### src/rtl/hbm_pkg.sv
`default_nettype none
// ============================================================================
// Module   : hbm_pkg
// Purpose  : Shared types and helpers for the HBM burst splitter.
// Revision : 1.0 - initial release
// ============================================================================
package hbm_pkg;

  // Largest AxLEN the HBM pseudo-channel port accepts.
  localparam int unsigned HBM_MAX_LEN = 15;

  localparam logic [1:0] BURST_FIXED = 2'b00;
  localparam logic [1:0] BURST_INCR  = 2'b01;
  localparam logic [1:0] BURST_WRAP  = 2'b10;

  localparam logic [1:0] RESP_OKAY   = 2'b00;
  localparam logic [1:0] RESP_SLVERR = 2'b10;
  localparam logic [1:0] RESP_DECERR = 2'b11;

  typedef enum logic [1:0] {
    RD_IDLE = 2'd0,
    RD_ADDR = 2'd1,
    RD_DATA = 2'd2
  } rd_state_e;

  // WR_BOUT presents the merged response upstream once the last
  // downstream B has been absorbed.
  typedef enum logic [2:0] {
    WR_IDLE = 3'd0,
    WR_ADDR = 3'd1,
    WR_DATA = 3'd2,
    WR_RESP = 3'd3,
    WR_BOUT = 3'd4
  } wr_state_e;

  // Numeric max of two BRESP codes: DECERR beats SLVERR beats OKAY.
  function automatic logic [1:0] worst_resp(input logic [1:0] a, input logic [1:0] b);
    return (a > b) ? a : b;
  endfunction

endpackage
`default_nettype wire

### src/rtl/hbm_split_addr_gen.sv
`default_nettype none
// ============================================================================
// Module   : hbm_split_addr_gen
// Purpose  : Holds one AXI request and produces the address/len of the
//            current sub-burst plus a final-sub-burst flag; steps on i_next.
// Revision : 1.0 - initial release
// ============================================================================
module hbm_split_addr_gen #(
  parameter int unsigned ADDR_WIDTH = 64,
  parameter int unsigned MAX_BEATS  = 16
) (
  input  logic                  clk,
  input  logic                  rst,
  input  logic                  i_load,
  input  logic [ADDR_WIDTH-1:0] i_addr,
  input  logic [7:0]            i_len,
  input  logic [2:0]            i_size,
  input  logic [1:0]            i_burst,
  input  logic                  i_next,
  output logic [ADDR_WIDTH-1:0] o_addr,
  output logic [7:0]            o_len,
  output logic                  o_final
);
  import hbm_pkg::*;

  localparam logic [8:0] c_beats   = 9'(MAX_BEATS);
  localparam logic [7:0] c_max_len = 8'(MAX_BEATS - 1);

  logic [ADDR_WIDTH-1:0] r_addr;
  logic [8:0]            r_rem;    // beats still to issue, 1..256
  logic [7:0]            r_len;
  logic [2:0]            r_size;
  logic                  r_split;  // only INCR bursts are ever cut

  logic [ADDR_WIDTH-1:0] w_mask;
  logic [ADDR_WIDTH-1:0] w_step;
  logic [ADDR_WIDTH-1:0] w_next_addr;

  // Later sub-bursts start on a size-aligned boundary, so aligning the
  // current address works for the first (unaligned) and all later steps.
  assign w_mask      = {ADDR_WIDTH{1'b1}} << r_size;
  assign w_step      = ADDR_WIDTH'(MAX_BEATS) << r_size;
  assign w_next_addr = (r_addr & w_mask) + w_step;

  assign o_addr  = r_addr;
  assign o_final = !r_split || (r_rem <= c_beats);
  assign o_len   = !r_split ? r_len :
                   (r_rem > c_beats) ? c_max_len : 8'(r_rem - 9'd1);

  // Request capture and per-sub-burst advance.
  always_ff @(posedge clk) begin
    if (rst) begin
      r_addr  <= '0;
      r_rem   <= '0;
      r_len   <= '0;
      r_size  <= '0;
      r_split <= 1'b0;
    end else if (i_load) begin
      r_addr  <= i_addr;
      r_rem   <= {1'b0, i_len} + 9'd1;
      r_len   <= i_len;
      r_size  <= i_size;
      r_split <= (i_burst == BURST_INCR);
    end else if (i_next && !o_final) begin
      r_addr  <= w_next_addr;
      r_rem   <= r_rem - c_beats;
    end
  end

endmodule
`default_nettype wire

### src/rtl/hbm_burst_splitter.sv
`default_nettype none
// ============================================================================
// Module   : hbm_burst_splitter
// Purpose  : Cuts long AXI4 INCR bursts into HBM-legal sub-bursts and merges
//            the responses back into one upstream burst. Independent read
//            and write paths, one transaction in flight on each.
// Revision : 1.0 - initial release
// ============================================================================
module hbm_burst_splitter #(
  parameter int unsigned AXI_ADDR_WIDTH = 64,
  parameter int unsigned AXI_DATA_WIDTH = 256,
  parameter int unsigned AXI_ID_WIDTH   = 6,
  parameter int unsigned AXI_USER_WIDTH = 1,
  parameter int unsigned MAX_BEATS      = 16
) (
  input  logic                        clk,
  input  logic                        rst,
  // upstream AR
  input  logic                        i_slv_ar_valid,
  output logic                        o_slv_ar_ready,
  input  logic [AXI_ID_WIDTH-1:0]     i_slv_ar_id,
  input  logic [AXI_ADDR_WIDTH-1:0]   i_slv_ar_addr,
  input  logic [7:0]                  i_slv_ar_len,
  input  logic [2:0]                  i_slv_ar_size,
  input  logic [1:0]                  i_slv_ar_burst,
  input  logic [3:0]                  i_slv_ar_cache,
  input  logic [2:0]                  i_slv_ar_prot,
  input  logic [3:0]                  i_slv_ar_qos,
  input  logic [AXI_USER_WIDTH-1:0]   i_slv_ar_user,
  // upstream R
  output logic                        o_slv_r_valid,
  input  logic                        i_slv_r_ready,
  output logic [AXI_ID_WIDTH-1:0]     o_slv_r_id,
  output logic [AXI_DATA_WIDTH-1:0]   o_slv_r_data,
  output logic [1:0]                  o_slv_r_resp,
  output logic                        o_slv_r_last,
  output logic [AXI_USER_WIDTH-1:0]   o_slv_r_user,
  // upstream AW
  input  logic                        i_slv_aw_valid,
  output logic                        o_slv_aw_ready,
  input  logic [AXI_ID_WIDTH-1:0]     i_slv_aw_id,
  input  logic [AXI_ADDR_WIDTH-1:0]   i_slv_aw_addr,
  input  logic [7:0]                  i_slv_aw_len,
  input  logic [2:0]                  i_slv_aw_size,
  input  logic [1:0]                  i_slv_aw_burst,
  input  logic [3:0]                  i_slv_aw_cache,
  input  logic [2:0]                  i_slv_aw_prot,
  input  logic [3:0]                  i_slv_aw_qos,
  input  logic [AXI_USER_WIDTH-1:0]   i_slv_aw_user,
  // upstream W
  input  logic                        i_slv_w_valid,
  output logic                        o_slv_w_ready,
  input  logic [AXI_DATA_WIDTH-1:0]   i_slv_w_data,
  input  logic [AXI_DATA_WIDTH/8-1:0] i_slv_w_strb,
  input  logic                        i_slv_w_last,
  input  logic [AXI_USER_WIDTH-1:0]   i_slv_w_user,
  // upstream B
  output logic                        o_slv_b_valid,
  input  logic                        i_slv_b_ready,
  output logic [AXI_ID_WIDTH-1:0]     o_slv_b_id,
  output logic [1:0]                  o_slv_b_resp,
  output logic [AXI_USER_WIDTH-1:0]   o_slv_b_user,
  // downstream AR
  output logic                        o_mst_ar_valid,
  input  logic                        i_mst_ar_ready,
  output logic [AXI_ID_WIDTH-1:0]     o_mst_ar_id,
  output logic [AXI_ADDR_WIDTH-1:0]   o_mst_ar_addr,
  output logic [7:0]                  o_mst_ar_len,
  output logic [2:0]                  o_mst_ar_size,
  output logic [1:0]                  o_mst_ar_burst,
  output logic [3:0]                  o_mst_ar_cache,
  output logic [2:0]                  o_mst_ar_prot,
  output logic [3:0]                  o_mst_ar_qos,
  output logic [AXI_USER_WIDTH-1:0]   o_mst_ar_user,
  // downstream R
  input  logic                        i_mst_r_valid,
  output logic                        o_mst_r_ready,
  input  logic [AXI_ID_WIDTH-1:0]     i_mst_r_id,
  input  logic [AXI_DATA_WIDTH-1:0]   i_mst_r_data,
  input  logic [1:0]                  i_mst_r_resp,
  input  logic                        i_mst_r_last,
  input  logic [AXI_USER_WIDTH-1:0]   i_mst_r_user,
  // downstream AW
  output logic                        o_mst_aw_valid,
  input  logic                        i_mst_aw_ready,
  output logic [AXI_ID_WIDTH-1:0]     o_mst_aw_id,
  output logic [AXI_ADDR_WIDTH-1:0]   o_mst_aw_addr,
  output logic [7:0]                  o_mst_aw_len,
  output logic [2:0]                  o_mst_aw_size,
  output logic [1:0]                  o_mst_aw_burst,
  output logic [3:0]                  o_mst_aw_cache,
  output logic [2:0]                  o_mst_aw_prot,
  output logic [3:0]                  o_mst_aw_qos,
  output logic [AXI_USER_WIDTH-1:0]   o_mst_aw_user,
  // downstream W
  output logic                        o_mst_w_valid,
  input  logic                        i_mst_w_ready,
  output logic [AXI_DATA_WIDTH-1:0]   o_mst_w_data,
  output logic [AXI_DATA_WIDTH/8-1:0] o_mst_w_strb,
  output logic                        o_mst_w_last,
  output logic [AXI_USER_WIDTH-1:0]   o_mst_w_user,
  // downstream B
  input  logic                        i_mst_b_valid,
  output logic                        o_mst_b_ready,
  input  logic [AXI_ID_WIDTH-1:0]     i_mst_b_id,
  input  logic [1:0]                  i_mst_b_resp,
  input  logic [AXI_USER_WIDTH-1:0]   i_mst_b_user
);
  import hbm_pkg::*;

  // ---------------------------------------------------------------- read ---
  rd_state_e r_rd_state, w_rd_state_nxt;

  logic                      w_rd_load;
  logic                      w_rd_next;
  logic                      w_rd_final;
  logic [AXI_ID_WIDTH-1:0]   r_ar_id;
  logic [2:0]                r_ar_size;
  logic [1:0]                r_ar_burst;
  logic [3:0]                r_ar_cache;
  logic [2:0]                r_ar_prot;
  logic [3:0]                r_ar_qos;
  logic [AXI_USER_WIDTH-1:0] r_ar_user;

  hbm_split_addr_gen #(
    .ADDR_WIDTH (AXI_ADDR_WIDTH),
    .MAX_BEATS  (MAX_BEATS)
  ) u_ar_gen (
    .clk     (clk),
    .rst     (rst),
    .i_load  (w_rd_load),
    .i_addr  (i_slv_ar_addr),
    .i_len   (i_slv_ar_len),
    .i_size  (i_slv_ar_size),
    .i_burst (i_slv_ar_burst),
    .i_next  (w_rd_next),
    .o_addr  (o_mst_ar_addr),
    .o_len   (o_mst_ar_len),
    .o_final (w_rd_final)
  );

  // Read FSM state register.
  always_ff @(posedge clk) begin
    if (rst) r_rd_state <= RD_IDLE;
    else     r_rd_state <= w_rd_state_nxt;
  end

  // Read FSM next state and AR handshake outputs.
  always_comb begin
    w_rd_state_nxt = r_rd_state;
    o_slv_ar_ready = 1'b0;
    o_mst_ar_valid = 1'b0;
    w_rd_load      = 1'b0;
    w_rd_next      = 1'b0;
    case (r_rd_state)
      RD_IDLE: begin
        o_slv_ar_ready = 1'b1;
        if (i_slv_ar_valid) begin
          w_rd_load      = 1'b1;
          w_rd_state_nxt = RD_ADDR;
        end
      end
      RD_ADDR: begin
        o_mst_ar_valid = 1'b1;
        if (i_mst_ar_ready) w_rd_state_nxt = RD_DATA;
      end
      RD_DATA: begin
        if (i_mst_r_valid && i_slv_r_ready && i_mst_r_last) begin
          if (w_rd_final) begin
            w_rd_state_nxt = RD_IDLE;
          end else begin
            w_rd_next      = 1'b1;
            w_rd_state_nxt = RD_ADDR;
          end
        end
      end
      default: w_rd_state_nxt = RD_IDLE;
    endcase
  end

  // Capture the AR attributes that every sub-burst repeats.
  always_ff @(posedge clk) begin
    if (rst) begin
      r_ar_id    <= '0;
      r_ar_size  <= '0;
      r_ar_burst <= '0;
      r_ar_cache <= '0;
      r_ar_prot  <= '0;
      r_ar_qos   <= '0;
      r_ar_user  <= '0;
    end else if (w_rd_load) begin
      r_ar_id    <= i_slv_ar_id;
      r_ar_size  <= i_slv_ar_size;
      r_ar_burst <= i_slv_ar_burst;
      r_ar_cache <= i_slv_ar_cache;
      r_ar_prot  <= i_slv_ar_prot;
      r_ar_qos   <= i_slv_ar_qos;
      r_ar_user  <= i_slv_ar_user;
    end
  end

  assign o_mst_ar_id    = r_ar_id;
  assign o_mst_ar_size  = r_ar_size;
  assign o_mst_ar_burst = r_ar_burst;
  assign o_mst_ar_cache = r_ar_cache;
  assign o_mst_ar_prot  = r_ar_prot;
  assign o_mst_ar_qos   = r_ar_qos;
  assign o_mst_ar_user  = r_ar_user;

  // R is a zero-latency pass-through; only the last sub-burst closes it.
  assign o_slv_r_valid = i_mst_r_valid && (r_rd_state == RD_DATA);
  assign o_mst_r_ready = i_slv_r_ready && (r_rd_state == RD_DATA);
  assign o_slv_r_id    = i_mst_r_id;
  assign o_slv_r_data  = i_mst_r_data;
  assign o_slv_r_resp  = i_mst_r_resp;
  assign o_slv_r_user  = i_mst_r_user;
  assign o_slv_r_last  = i_mst_r_last && w_rd_final;

  // --------------------------------------------------------------- write ---
  wr_state_e r_wr_state, w_wr_state_nxt;

  logic                      w_wr_load;
  logic                      w_wr_next;
  logic                      w_wr_final;
  logic                      w_w_hs;
  logic                      w_b_hs;
  logic [7:0]                r_wbeat;
  logic [1:0]                r_bresp;
  logic [AXI_ID_WIDTH-1:0]   r_aw_id;
  logic [2:0]                r_aw_size;
  logic [1:0]                r_aw_burst;
  logic [3:0]                r_aw_cache;
  logic [2:0]                r_aw_prot;
  logic [3:0]                r_aw_qos;
  logic [AXI_USER_WIDTH-1:0] r_aw_user;

  hbm_split_addr_gen #(
    .ADDR_WIDTH (AXI_ADDR_WIDTH),
    .MAX_BEATS  (MAX_BEATS)
  ) u_aw_gen (
    .clk     (clk),
    .rst     (rst),
    .i_load  (w_wr_load),
    .i_addr  (i_slv_aw_addr),
    .i_len   (i_slv_aw_len),
    .i_size  (i_slv_aw_size),
    .i_burst (i_slv_aw_burst),
    .i_next  (w_wr_next),
    .o_addr  (o_mst_aw_addr),
    .o_len   (o_mst_aw_len),
    .o_final (w_wr_final)
  );

  assign w_w_hs = o_mst_w_valid && i_mst_w_ready;
  assign w_b_hs = (r_wr_state == WR_RESP) && i_mst_b_valid;

  // Write FSM state register.
  always_ff @(posedge clk) begin
    if (rst) r_wr_state <= WR_IDLE;
    else     r_wr_state <= w_wr_state_nxt;
  end

  // Write FSM next state and AW/B handshake outputs.
  always_comb begin
    w_wr_state_nxt = r_wr_state;
    o_slv_aw_ready = 1'b0;
    o_mst_aw_valid = 1'b0;
    o_mst_b_ready  = 1'b0;
    o_slv_b_valid  = 1'b0;
    w_wr_load      = 1'b0;
    w_wr_next      = 1'b0;
    case (r_wr_state)
      WR_IDLE: begin
        o_slv_aw_ready = 1'b1;
        if (i_slv_aw_valid) begin
          w_wr_load      = 1'b1;
          w_wr_state_nxt = WR_ADDR;
        end
      end
      WR_ADDR: begin
        o_mst_aw_valid = 1'b1;
        if (i_mst_aw_ready) w_wr_state_nxt = WR_DATA;
      end
      WR_DATA: begin
        if (w_w_hs && o_mst_w_last) w_wr_state_nxt = WR_RESP;
      end
      WR_RESP: begin
        o_mst_b_ready = 1'b1;
        if (i_mst_b_valid) begin
          if (w_wr_final) begin
            w_wr_state_nxt = WR_BOUT;
          end else begin
            w_wr_next      = 1'b1;
            w_wr_state_nxt = WR_ADDR;
          end
        end
      end
      WR_BOUT: begin
        o_slv_b_valid = 1'b1;
        if (i_slv_b_ready) w_wr_state_nxt = WR_IDLE;
      end
      default: w_wr_state_nxt = WR_IDLE;
    endcase
  end

  // Capture the AW attributes that every sub-burst repeats.
  always_ff @(posedge clk) begin
    if (rst) begin
      r_aw_id    <= '0;
      r_aw_size  <= '0;
      r_aw_burst <= '0;
      r_aw_cache <= '0;
      r_aw_prot  <= '0;
      r_aw_qos   <= '0;
      r_aw_user  <= '0;
    end else if (w_wr_load) begin
      r_aw_id    <= i_slv_aw_id;
      r_aw_size  <= i_slv_aw_size;
      r_aw_burst <= i_slv_aw_burst;
      r_aw_cache <= i_slv_aw_cache;
      r_aw_prot  <= i_slv_aw_prot;
      r_aw_qos   <= i_slv_aw_qos;
      r_aw_user  <= i_slv_aw_user;
    end
  end

  // Beat counter drives the downstream w_last of each sub-burst.
  always_ff @(posedge clk) begin
    if (rst || w_wr_load) r_wbeat <= '0;
    else if (w_w_hs)      r_wbeat <= o_mst_w_last ? 8'd0 : r_wbeat + 8'd1;
  end

  // Merge downstream B responses, keeping the most severe.
  always_ff @(posedge clk) begin
    if (rst || w_wr_load) r_bresp <= RESP_OKAY;
    else if (w_b_hs)      r_bresp <= worst_resp(r_bresp, i_mst_b_resp);
  end

  assign o_mst_aw_id    = r_aw_id;
  assign o_mst_aw_size  = r_aw_size;
  assign o_mst_aw_burst = r_aw_burst;
  assign o_mst_aw_cache = r_aw_cache;
  assign o_mst_aw_prot  = r_aw_prot;
  assign o_mst_aw_qos   = r_aw_qos;
  assign o_mst_aw_user  = r_aw_user;

  // W passes straight through, but only while a sub-burst is open.
  assign o_mst_w_valid = i_slv_w_valid && (r_wr_state == WR_DATA);
  assign o_slv_w_ready = i_mst_w_ready && (r_wr_state == WR_DATA);
  assign o_mst_w_data  = i_slv_w_data;
  assign o_mst_w_strb  = i_slv_w_strb;
  assign o_mst_w_user  = i_slv_w_user;
  assign o_mst_w_last  = (r_wr_state == WR_DATA) && (r_wbeat == o_mst_aw_len);

  assign o_slv_b_id   = r_aw_id;
  assign o_slv_b_resp = r_bresp;
  assign o_slv_b_user = r_aw_user;

  // Upstream w_last and the downstream B id/user carry no information here.
  logic w_unused;
  assign w_unused = ^{i_slv_w_last, i_mst_b_id, i_mst_b_user};

endmodule
`default_nettype wire

### config.mk
export PLATFORM = sky130hd
export DESIGN_NAME = hbm_burst_splitter
export DESIGN_NICKNAME = d
export VERILOG_FILES = /design/src/rtl/hbm_pkg.sv /design/src/rtl/hbm_split_addr_gen.sv /design/src/rtl/hbm_burst_splitter.sv
export SDC_FILE = /design/constraint.sdc
export NUM_CORES = 1
export LEC_CHECK = 0
export ABC_AREA = 0
export CAP_MARGIN = 20
export CORE_AREA = 4 4 603 605
export CTS_BUF_LIST = sky130_fd_sc_hd__clkbuf_4 sky130_fd_sc_hd__clkbuf_8
export CTS_CLUSTER_DIAMETER = 80
export DETAILED_ROUTE_END_ITERATION = 6
export DIE_AREA = 0 0 607 609
export RECOVER_POWER = 25
export SLEW_MARGIN = 20
export SYNTH_ARGS = -nofsm -noshare
export SYNTH_HDL_FRONTEND = slang
export SYNTH_SLANG_ARGS = --single-unit
### constraint.sdc
create_clock -name clk -period 10 [get_ports clk]
set_clock_uncertainty 0.2 [all_clocks]
set_input_delay 2 -clock clk [delete_from_list [all_inputs] [get_ports clk]]
set_output_delay 2 -clock clk [all_outputs]
set_load 0.03 [all_outputs]
==> results.sh, run 1 <==
export IMPL_wl_um=258900
export IMPL_whs_ns=0.2523
export IMPL_fp_coreArea_sq_mm=0.3581
export IMPL_numCtsBuffers=51
export IMPL_yosys_area_top_type="dfxtp_1"
export IMPL_cts_root_buf="clkbuf_8"
export IMPL_setup_tns_ns=0
export IMPL_clk_pin_slew_ns=0.06
export IMPL_worstHoldPathType="flip-flop to flip-flop"
export IMPL_synth_top_area_share_pct=26.91
export IMPL_grt_overflow=0
export IMPL_ys_top_cells_by_area="dfxtp_1 (27%), buf_4 (25%), nand2_1 (5.5%), a211oi_1 (4.4%), nor2_1 (4.2%)"
export IMPL_max_freq_mhz=131.6
export IMPL_arrival_ns=8.08
export IMPL_synth_seq_cells=225
export IMPL_drive_gt1_share_pct=6.182
export IMPL_floorplan_rows=220
export IMPL_top_layer="met5"
export IMPL_final_cell_mix="clkdlybuf4s50_1 (391), nand2_1 (243), dfxtp_1 (225), nor2_1 (187), a21oi_1 (114)"
export IMPL_slew_violations=357
export IMPL_cts_buffer_depth=3
export IMPL_syn_inst=2166
export IMPL_synthesis_nets=2963
export IMPL_crit_type="input port to flip-flop"
export IMPL_antenna_found_initial=56
export IMPL_first_pass_iters=5
export IMPL_grt_max_degree=99
export IMPL_vdd_drop_max_mv=0.1120
export IMPL_wl_met2_um=113000
export IMPL_die_area_sq_mm=0.3697
export IMPL_dr_total_vias=15650
export IMPL_io_pins=1532
export IMPL_h_tree_depth=2
export IMPL_crit_chain="dlygate4sd3_1 > nand2_1 > clkbuf_1 > nor3_1 > a21oi_1 > nor2_1"
export IMPL_final_common_cell="clkdlybuf4s50_1"
export IMPL_synth_edf_count=0
export IMPL_die_y_um=609
export IMPL_ctsResizeCount=0
export IMPL_rsz0062_at_grt="no"
export IMPL_status="finished, violations left"
export IMPL_hold_viol_final=0
export IMPL_via_per_inst=2.296
export IMPL_ctsHoldBuffers=0
export IMPL_end_kind="flip-flop"
export IMPL_violations="max-capacitance violations, max-slew violations"
export IMPL_fin_crit_ns=7.600
export IMPL_startpoint_type="input port"
export IMPL_path_buf_inv=2
export IMPL_wl_per_cell_um=37.97
export IMPL_start_util_pct=4.673
export IMPL_ys_seq_area_share_pct=26.91
export IMPL_syn_area_per_cell_sq_um=7.727
export IMPL_post_cts_setup_buffer_count=0
export IMPL_ys_flop_type="dfxtp_1"
export IMPL_dr_wl_met3_um=76320
export IMPL_critPathSlowestCell="clkbuf_1"
export IMPL_synth_yosys_warnings=0
export IMPL_clkLatencyLatePin_ns=0.81
export IMPL_cp_required_ns=10.48
export IMPL_grt_usage_pct=13.35
export IMPL_period_share_pct=76.00
export IMPL_syn2layout_area_growth_pct=40.61
export IMPL_cp_top_family="buffers and inverters"
export IMPL_drt_met1_wl_um=56420
export IMPL_drc=0
export IMPL_synthArstFlopShare_pct=0
export IMPL_leakage_nw=6.480
export IMPL_tightest_slew_ns=4.086
export IMPL_io_buffers=415
export IMPL_first_iter_violations=1611
export IMPL_grt_pass1_vias=14160
export IMPL_grt_pass1_wl_um=290700
export IMPL_die_width_um=607
export IMPL_power_density_mw_per_mm2=141.4
export IMPL_ant_nets=0
export IMPL_syn_area_sq_mm=0.01674
export IMPL_crit_fanout=98
export IMPL_place_congestion=0.8331
export IMPL_fin_nets=2782
export IMPL_cap_viol_max_count=6
export IMPL_max_stage_delay_ns=2.56
export IMPL_slew_headroom_pct=-172.4
export IMPL_synth_cell_types=77
export IMPL_cts_sinks=225
export IMPL_cts_tree="built"
export IMPL_setup_viol=0
export IMPL_dp_hpwl_um=237800
-- tightest hold or removal path, stage by stage (launching register included) --
cell	delay (ns)
dfxtp_1	0.30
nand2_1	0.05
a21oi_1	0.05
-- area by class of cell --
class,count,area [sq um]
Fill cell,41990,334600
Antenna cell,23,57.56
Clock buffer,70,900.9
Multi-Input combinational cell,1241,7450
Sequential cell,225,4504
Inverter,32,120.1
Tap cell,4773,5972
Timing Repair Buffer,434,4259
Clock inverter,20,269.0
-- cell usage after synthesis (all sizes together), types with 4 or more instances --
cell type  instances
a2111oi            8
a211oi            98
and3b              5
ha                28
a21o              13
clkbuf            91
nor2             187
and4               8
a31oi              8
a21oi            115
buf              575
mux2i              6
o22ai              4
and2              17
nand3b             6
o21bai             5
nor4              17
nor3b             15
nand2            244
nand2b            10
xor2              63
nor4b              5
nand3             65
inv               32
nor2b              9
o21ai             24
a22oi             13
dfxtp            225
a311oi            21
xnor2             66
nor3              48
o211ai             8
and3              25
or3               15
a211o              4
nand4             42
-- worst paths after layout --
kind                                                   start                        endpoint  slack [ns]  depth (start not counted)
worst min register to register  o_mst_ar_qos[3]$_SDFFE_PP0P_    o_mst_ar_qos[3]$_SDFFE_PP0P_        0.25                          2
worst max register to register    r_rd_state[1]$_SDFFE_PP0P_  u_ar_gen.r_rem[8]$_SDFFE_PP0P_        3.81                          6
worst max-delay path                          i_slv_ar_valid  u_ar_gen.r_rem[8]$_SDFFE_PP0P_        2.40                          6
worst min-delay path            o_mst_ar_qos[3]$_SDFFE_PP0P_    o_mst_ar_qos[3]$_SDFFE_PP0P_        0.25                          2
-- power breakdown --
| part | total (mW) | switching, mW | internal, mW |
|---|---|---|---|
| sequential | 1.08 | 0.107 | 0.978 |
| combinational | 0.939 | 0.617 | 0.321 |
| clock | 1.31 | 0.586 | 0.719 |
-- state kept, by name, summed over array words and instances, names as in the netlist, 8 cells and up --
signal           count
u_ar_gen.r_len       8
u_ar_gen.r_rem       9
u_aw_gen.r_len       8
r_wbeat              8
u_aw_gen.r_rem       9
u_ar_gen.o_addr     64
u_aw_gen.o_addr     64
-- stage by stage --
| step | std cells | utilization (%) | power (mW) | cell area [sq um] | setup slack, ns |
|---|---|---|---|---|---|
| 2_1_floorplan | 2166 | - | 1.913 | 16740 | 5.081 |
| 3_3_place_gp | 6705 | 6.245 | 2.054 | 22370 | 3.846 |
| 3_5_place_dp | 6705 | 6.245 | 2.055 | 22370 | 3.860 |
| 4_1_cts | 6795 | 6.572 | 3.415 | 23540 | 3.415 |
| 5_1_grt | 6807 | 6.563 | 3.503 | 23510 | 1.796 |
| 6_report | 6818 | 6.571 | 3.328 | 23530 | 2.400 |
-- cells by family after synthesis --
logic type	synth area share (%)
adder cells (fa/ha/maj)	2.333
flip-flops	26.91
XOR/XNOR	6.751
AND/OR/NAND/NOR	20.55
AO/OA/AOI/OAI	14.38
buffers and inverters	28.65
multiplexers	0.4261
-- metal layers --
layer / up-vias / GRT usage, %
met1: 6998 / 8.536
met3: 309 / 18.25
li1: 6524 / -
met5: - / 1.032
met4: 14 / 5.327
met2: 1808 / 20.63
Power figures use the tool's default switching activity.
==> inputs of run 2 (changes only) <==
CORE_AREA = 4 4 594 596   (was 4 4 603 605)
DIE_AREA = 0 0 598 600   (was 0 0 607 609)
clock period = 7.4 ns   (was 10 ns; I/O delays follow)
==> run 2 against run 1 <==
The flow still finishes with violations (max-capacitance violations, max-slew violations). Utilization rose by 0.15 points. Sequential power rose by 36%. Cell area fell by 0.58%. Sequential share of layout area rose by 0.11 points. Combinational power rose by 40%. Register-to-register slack got worse by 0.48 ns. Cell count fell by 2.6%. First-iteration DRC count fell by 20%. Sequential cell count did not move. Largest cell class unchanged. Largest power group unchanged.
==> results.sh, run 2 (same netlist as run 1, synthesis figures left out) <==
export IMPL_worstHoldPathCells=2
export IMPL_wl_um=273500
export IMPL_fin_util_pct=6.722
export IMPL_crit_type="input port to flip-flop"
export IMPL_rr_startpoint="u_aw_gen.r_size[2]$_SDFFE_PP0P_"
export IMPL_path_buf_inv=2
export IMPL_rsz0062_at_grt="no"
export IMPL_arrival_ns=6.67
export IMPL_die_y_um=600
export IMPL_worstHoldPathType="flip-flop to flip-flop"
export IMPL_ant_nets=0
export IMPL_cp_required_ns=7.80
export IMPL_slew_violations=224
export IMPL_slew_headroom_pct=-128.7
export IMPL_fin_crit_ns=6.280
export IMPL_syn2layout_area_growth_pct=39.80
export IMPL_die_area_sq_mm=0.3588
export IMPL_cp_top_family="buffers and inverters"
export IMPL_placed_cells=6540
export IMPL_final_common_cell="clkdlybuf4s50_1"
export IMPL_cts_tree="built"
export IMPL_ff2ff_path_depth=12
export IMPL_violations="max-capacitance violations, max-slew violations"
export IMPL_h_tree_depth=2
export IMPL_n_fill_cell=41070
export IMPL_ctsResizeCount=0
export IMPL_rr_endpoint="u_aw_gen.o_addr[62]$_SDFFE_PP0P_"
export IMPL_setup_tns_ns=0
export IMPL_clk_pin_slew_ns=0.06
export IMPL_period_share_pct=84.86
export IMPL_regArea_sq_mm=0.004504
export IMPL_multi_input_area_sq_mm=0.007488
export IMPL_max_stage_delay_ns=2.46
export IMPL_cts_sinks=225
export IMPL_hp_start="o_mst_ar_cache[0]$_SDFFE_PP0P_"
export IMPL_hold_viol_final=0
export IMPL_end_kind="flip-flop"
export IMPL_status="finished, violations left"
export IMPL_numCtsBuffers=48
export IMPL_power_density_mw_per_mm2=193.0
export IMPL_max_freq_mhz=159.2
export IMPL_holdPathEnd="o_mst_ar_cache[0]$_SDFFE_PP0P_"
export IMPL_final_cell_mix="clkdlybuf4s50_1 (411), nand2_1 (242), dfxtp_1 (225), nor2_1 (187), a21oi_1 (114)"
export IMPL_drive_gt1_share_pct=7.005
export IMPL_dr_total_vias=15680
export IMPL_io_buffers=415
export IMPL_crit_fanout=68
export IMPL_start_util_pct=4.808
export IMPL_crit_chain="clkbuf_1 > clkbuf_1 > o21bai_1 > a211oi_1"
export IMPL_cts_buffer_depth=3
export IMPL_fin_nets=2788
export IMPL_fp_coreArea_sq_mm=0.3481
export IMPL_dp_slack_ns=2.199
export IMPL_worst_slack_ns=1.120
export IMPL_crit_top_cell="clkbuf_1"
export IMPL_startpoint_type="input port"
export IMPL_dp_hpwl_um=252000
export IMPL_r2r_slack_ns=3.33
export IMPL_cap_viol_max_count=4
export IMPL_leakage_nw=6.486
export IMPL_total_power_mw=4.515
export IMPL_setup_viol=0
export IMPL_first_iter_violations=1288
export IMPL_antenna_found_initial=61
export IMPL_place_congestion=0.8330
export IMPL_grt_usage_pct=14.56
export IMPL_post_cts_setup_buffer_count=0
export IMPL_wl_per_cell_um=41.16
export IMPL_drc=0
export IMPL_vdd_drop_max_mv=0.2334
export IMPL_io_pins=1532
export IMPL_via_per_inst=2.360
export IMPL_grt_pass1_wl_um=305300
export IMPL_stdcell_count=6644
export IMPL_critPathSlowestCell="clkbuf_1"
export IMPL_clkLatencyLatePin_ns=0.82
export IMPL_grt_max_degree=117
export IMPL_floorplan_rows=217
export IMPL_grt_overflow=0
export IMPL_die_width_um=598
export IMPL_ctsHoldBuffers=0
export IMPL_first_pass_iters=5
export IMPL_cts_root_buf="clkbuf_8"
export IMPL_grt_pass1_vias=14530
export IMPL_tightest_slew_ns=3.430
run 2: cell count changes in the layout (fill, tap and decap cells not counted), sizes merged:
cell and delta:
buf +14, bufinv +1, clkbuf -12, clkdlybuf4s50 +20
clkinv -5, clkinvlp +4, diode -5, dlygate4sd3 -19
inv +2
run 2: where the power goes:
part,total (mW),internal (mW),switching [mW]
registers,1.47,1.32,0.147
clock network,1.74,0.955,0.786
logic,1.31,0.435,0.870
run 2: cell type report:
class,count,area share [%]
diodes,18,0.1925
clock buffers,64,3.578
clock inverters,22,1.257
inverters,32,0.5134
multi-input cells,1241,32.01
flip-flops and latches,225,19.25
well taps,4599,24.59
repair buffers,443,18.61
run 2: how the worst max path moves through the flow:
| stage | from | slack (ns) | depth (start not counted) | to |
|---|---|---|---|---|
| floorplan | u_aw_gen.r_rem[0]$_SDFFE_PP0P_ | 3.11 | 8 | o_mst_w_last |
| global placement | i_mst_r_last | 2.22 | 3 | o_slv_r_last |
| detailed placement | i_mst_r_last | 2.20 | 3 | o_slv_r_last |
| CTS | u_aw_gen.r_rem[4]$_SDFFE_PP0P_ | 1.52 | 5 | o_mst_aw_len[4] |
| global route | rst | 0.81 | 4 | u_ar_gen.o_addr[21]$_SDFFE_PP0P_ |
| finish | rst | 1.12 | 4 | u_ar_gen.o_addr[21]$_SDFFE_PP0P_ |
run 2: worst register-to-register path: stages (launching register included):
cell	delay [ns]
dfxtp_1	0.49
buf_4	0.27
and3_1	0.28
nor2b_1	0.07
ha_1	0.33
a21o_1	0.17
a21oi_1	0.12
or3_1	0.45
nand2_1	0.10
buf_4	0.35
nand4_1	0.43
or4_1	0.51
a311oi_1	0.24
run 2: per-stage QoR:
stage          instance area [sq um]  hold WS, ns
2_1_floorplan                  16740       0.2363
3_3_place_gp                   22240       0.2450
3_5_place_dp                   22250       0.2494
4_1_cts                        23380       0.2569
5_1_grt                        23380       0.2744
6_report                       23400       0.2537
run 2: routing by layer:
metal | vias to the layer above | wire length, um | track usage, %
met1 | 6962 | 54640 | 8.325
li1 | 6519 | - | -
met3 | 422 | 87280 | 21.77
met5 | - | 314 | 0.6016
met2 | 1764 | 114400 | 21.51
met4 | 14 | 16850 | 7.724
==> inputs of run 3 (changes only) <==
CORE_AREA = 4 4 589 591   (was 4 4 594 596)
DIE_AREA = 0 0 593 595   (was 0 0 598 600)
clock period = 5.4 ns   (was 7.4 ns; I/O delays follow)
==> run 3 against run 2 <==
The run still ends with max-capacitance violations, max-slew violations left. Global-route usage is 0.43 points higher. Cell area is 0.14% higher. Die area is 1.7% lower. Via count is 0.39% lower. Critical path depth is 5 higher. Cell count is 0.39% lower. Critical endpoint is now o_mst_w_last.
==> results.sh, run 3 (same netlist as run 1, synthesis figures left out) <==
export IMPL_status="finished, violations left"
export IMPL_violations="max-capacitance violations, max-slew violations"
export IMPL_io_buffers=415
export IMPL_stdcell_count=6618
export IMPL_crit_fanout=7
export IMPL_worstHoldPathType="flip-flop to flip-flop"
export IMPL_p_int_mw=3.740
export IMPL_max_freq_mhz=196.6
export IMPL_n_fill_cell=40080
export IMPL_dp_hpwl_um=255700
export IMPL_fin_nets=2790
export IMPL_io_pins=1532
export IMPL_cap_viol_max_count=3
export IMPL_syn2layout_area_growth_pct=39.99
export IMPL_rsz0062_at_grt="no"
export IMPL_post_cts_setup_buffer_count=0
export IMPL_die_area_sq_mm=0.3528
export IMPL_place_congestion=0.8404
export IMPL_period_share_pct=94.19
export IMPL_leakage_nw=6.546
export IMPL_antenna_found_initial=69
export IMPL_end_kind="output pin"
export IMPL_cts_tree="built"
export IMPL_vdd_drop_max_mv=0.2045
export IMPL_placed_cells=6500
export IMPL_power_density_mw_per_mm2=266.6
export IMPL_drc=0
export IMPL_numCtsBuffers=48
export IMPL_grt_max_degree=84
export IMPL_setup_viol=0
export IMPL_cts_sinks=225
export IMPL_floorplan_rows=215
export IMPL_power_frac_seq_pct=32.3
export IMPL_arrival_ns=3.81
export IMPL_tightest_slew_ns=2.767
export IMPL_crit_type="flip-flop to output pin"
export IMPL_cp_required_ns=4.12
export IMPL_slew_violations=185
export IMPL_clkLatencyLatePin_ns=0.83
export IMPL_final_common_cell="clkdlybuf4s50_1"
export IMPL_die_width_um=593
export IMPL_setup_tns_ns=0
export IMPL_hold_viol_final=0
export IMPL_slew_headroom_pct=-84.44
export IMPL_swShare_pct=40.14
export IMPL_startpoint_type="flip-flop"
export IMPL_p_sw_mw=2.507
export IMPL_fp_coreArea_sq_mm=0.3419
export IMPL_clk_pin_slew_ns=0.07
export IMPL_final_cell_mix="clkdlybuf4s50_1 (400), nand2_1 (241), dfxtp_1 (225), nor2_1 (187), a21oi_1 (114)"
export IMPL_grt_overflow=0
export IMPL_wl_per_cell_um=41.78
export IMPL_grt_pass1_vias=14530
export IMPL_cts_root_buf="clkbuf_8"
export IMPL_grt_usage_pct=14.99
export IMPL_grt_pass1_wl_um=309600
export IMPL_drive_gt1_share_pct=7.980
export IMPL_design_area_sq_mm=0.02343
export IMPL_fin_crit_ns=5.086
export IMPL_wl_um=276500
export IMPL_start_util_pct=4.895
export IMPL_p_comb_share_pct=29.4
export IMPL_cts_buffer_depth=3
export IMPL_h_tree_depth=2
export IMPL_first_pass_iters=6
export IMPL_p_clk_share_pct=38.4
export IMPL_die_y_um=595
export IMPL_dpl_cell_area_sq_mm=0.02220
export IMPL_total_power_mw=6.247
export IMPL_via_per_inst=2.360
export IMPL_first_iter_violations=1070
export IMPL_dr_total_vias=15620
export IMPL_ant_nets=0
run 3: cell count changes in the layout (fill, tap and decap cells not counted), sizes merged, moves of 3 or more:
cell,change
clkinv,+3
clkdlybuf4s50,-11
diode,+13
buf,+13
run 3: final cells by class:
cell class | instances | area (sq um) | share of cell area, %
Multi-Input combinational cell | 1241 | 7512 | 32.06
Tap cell | 4557 | 5702 | 24.34
Sequential cell | 225 | 4504 | 19.23
Timing Repair Buffer | 445 | 4360 | 18.61
Clock buffer | 64 | 855.8 | 3.653
Clock inverter | 23 | 296.5 | 1.266
Inverter | 32 | 120.1 | 0.5127
Antenna cell | 31 | 77.57 | 0.3311
run 3: power groups by stage:
stage / sequential (mW) / clock (mW) / combinational [mW]
floorplan: 2.20 / 0 / 1.34
global placement: 2.04 / 0 / 1.87
detailed placement: 2.05 / 0 / 1.87
CTS: 2.01 / 2.54 / 1.87
global route: 2.04 / 2.57 / 1.98
finish: 2.02 / 2.40 / 1.83
run 3: worst paths after layout:
check / start / endpoint / slack [ns] / depth (start not counted)
hold reg to reg: o_mst_aw_qos[2]$_SDFFE_PP0P_ / o_mst_aw_qos[2]$_SDFFE_PP0P_ / 0.26 / 2
setup / recovery: u_aw_gen.r_rem[0]$_SDFFE_PP0P_ / o_mst_w_last / 0.31 / 9
hold / removal: o_mst_aw_qos[2]$_SDFFE_PP0P_ / o_mst_aw_qos[2]$_SDFFE_PP0P_ / 0.26 / 2
setup reg to reg: u_aw_gen.r_size[2]$_SDFFE_PP0P_ / u_aw_gen.o_addr[63]$_SDFFE_PP0P_ / 1.23 / 11
run 3: routing by layer:
layer / GRT usage (%) / wire length (um) / up-vias
met5: 1.519 / 832 / -
met4: 7.668 / 16270 / 24
met3: 23.23 / 92980 / 470
met2: 21.78 / 113400 / 1812
met1: 8.358 / 53050 / 6774
li1: - / - / 6540
run 3: timing repair:
action                                  CTS  global route
endpoints found under the setup margin    1             1
hold buffers                              0             0
resized for setup                         1             4
run 3: metrics by stage:
stage	hold WS, ns	setup WS [ns]	util, %
final	0.2574	0.3138	6.852
after global routing	0.2756	0.02058	6.842
after CTS	0.2562	0.09006	6.830
after detailed placement	0.2469	0.7761	6.492
after global placement	0.2454	0.7622	6.492
after floorplan	0.2363	1.506	-
run 3: worst max-delay path, stage by stage (launching register included):
cell	delay, ns
dfxtp_1	0.37
inv_1	0.08
ha_1	0.20
nor4bb_4	0.45
o211a_1	0.34
mux2_2	0.21
o31a_1	0.12
o311ai_0	0.15
nor3_1	0.39
clkdlybuf4s50_1	0.76
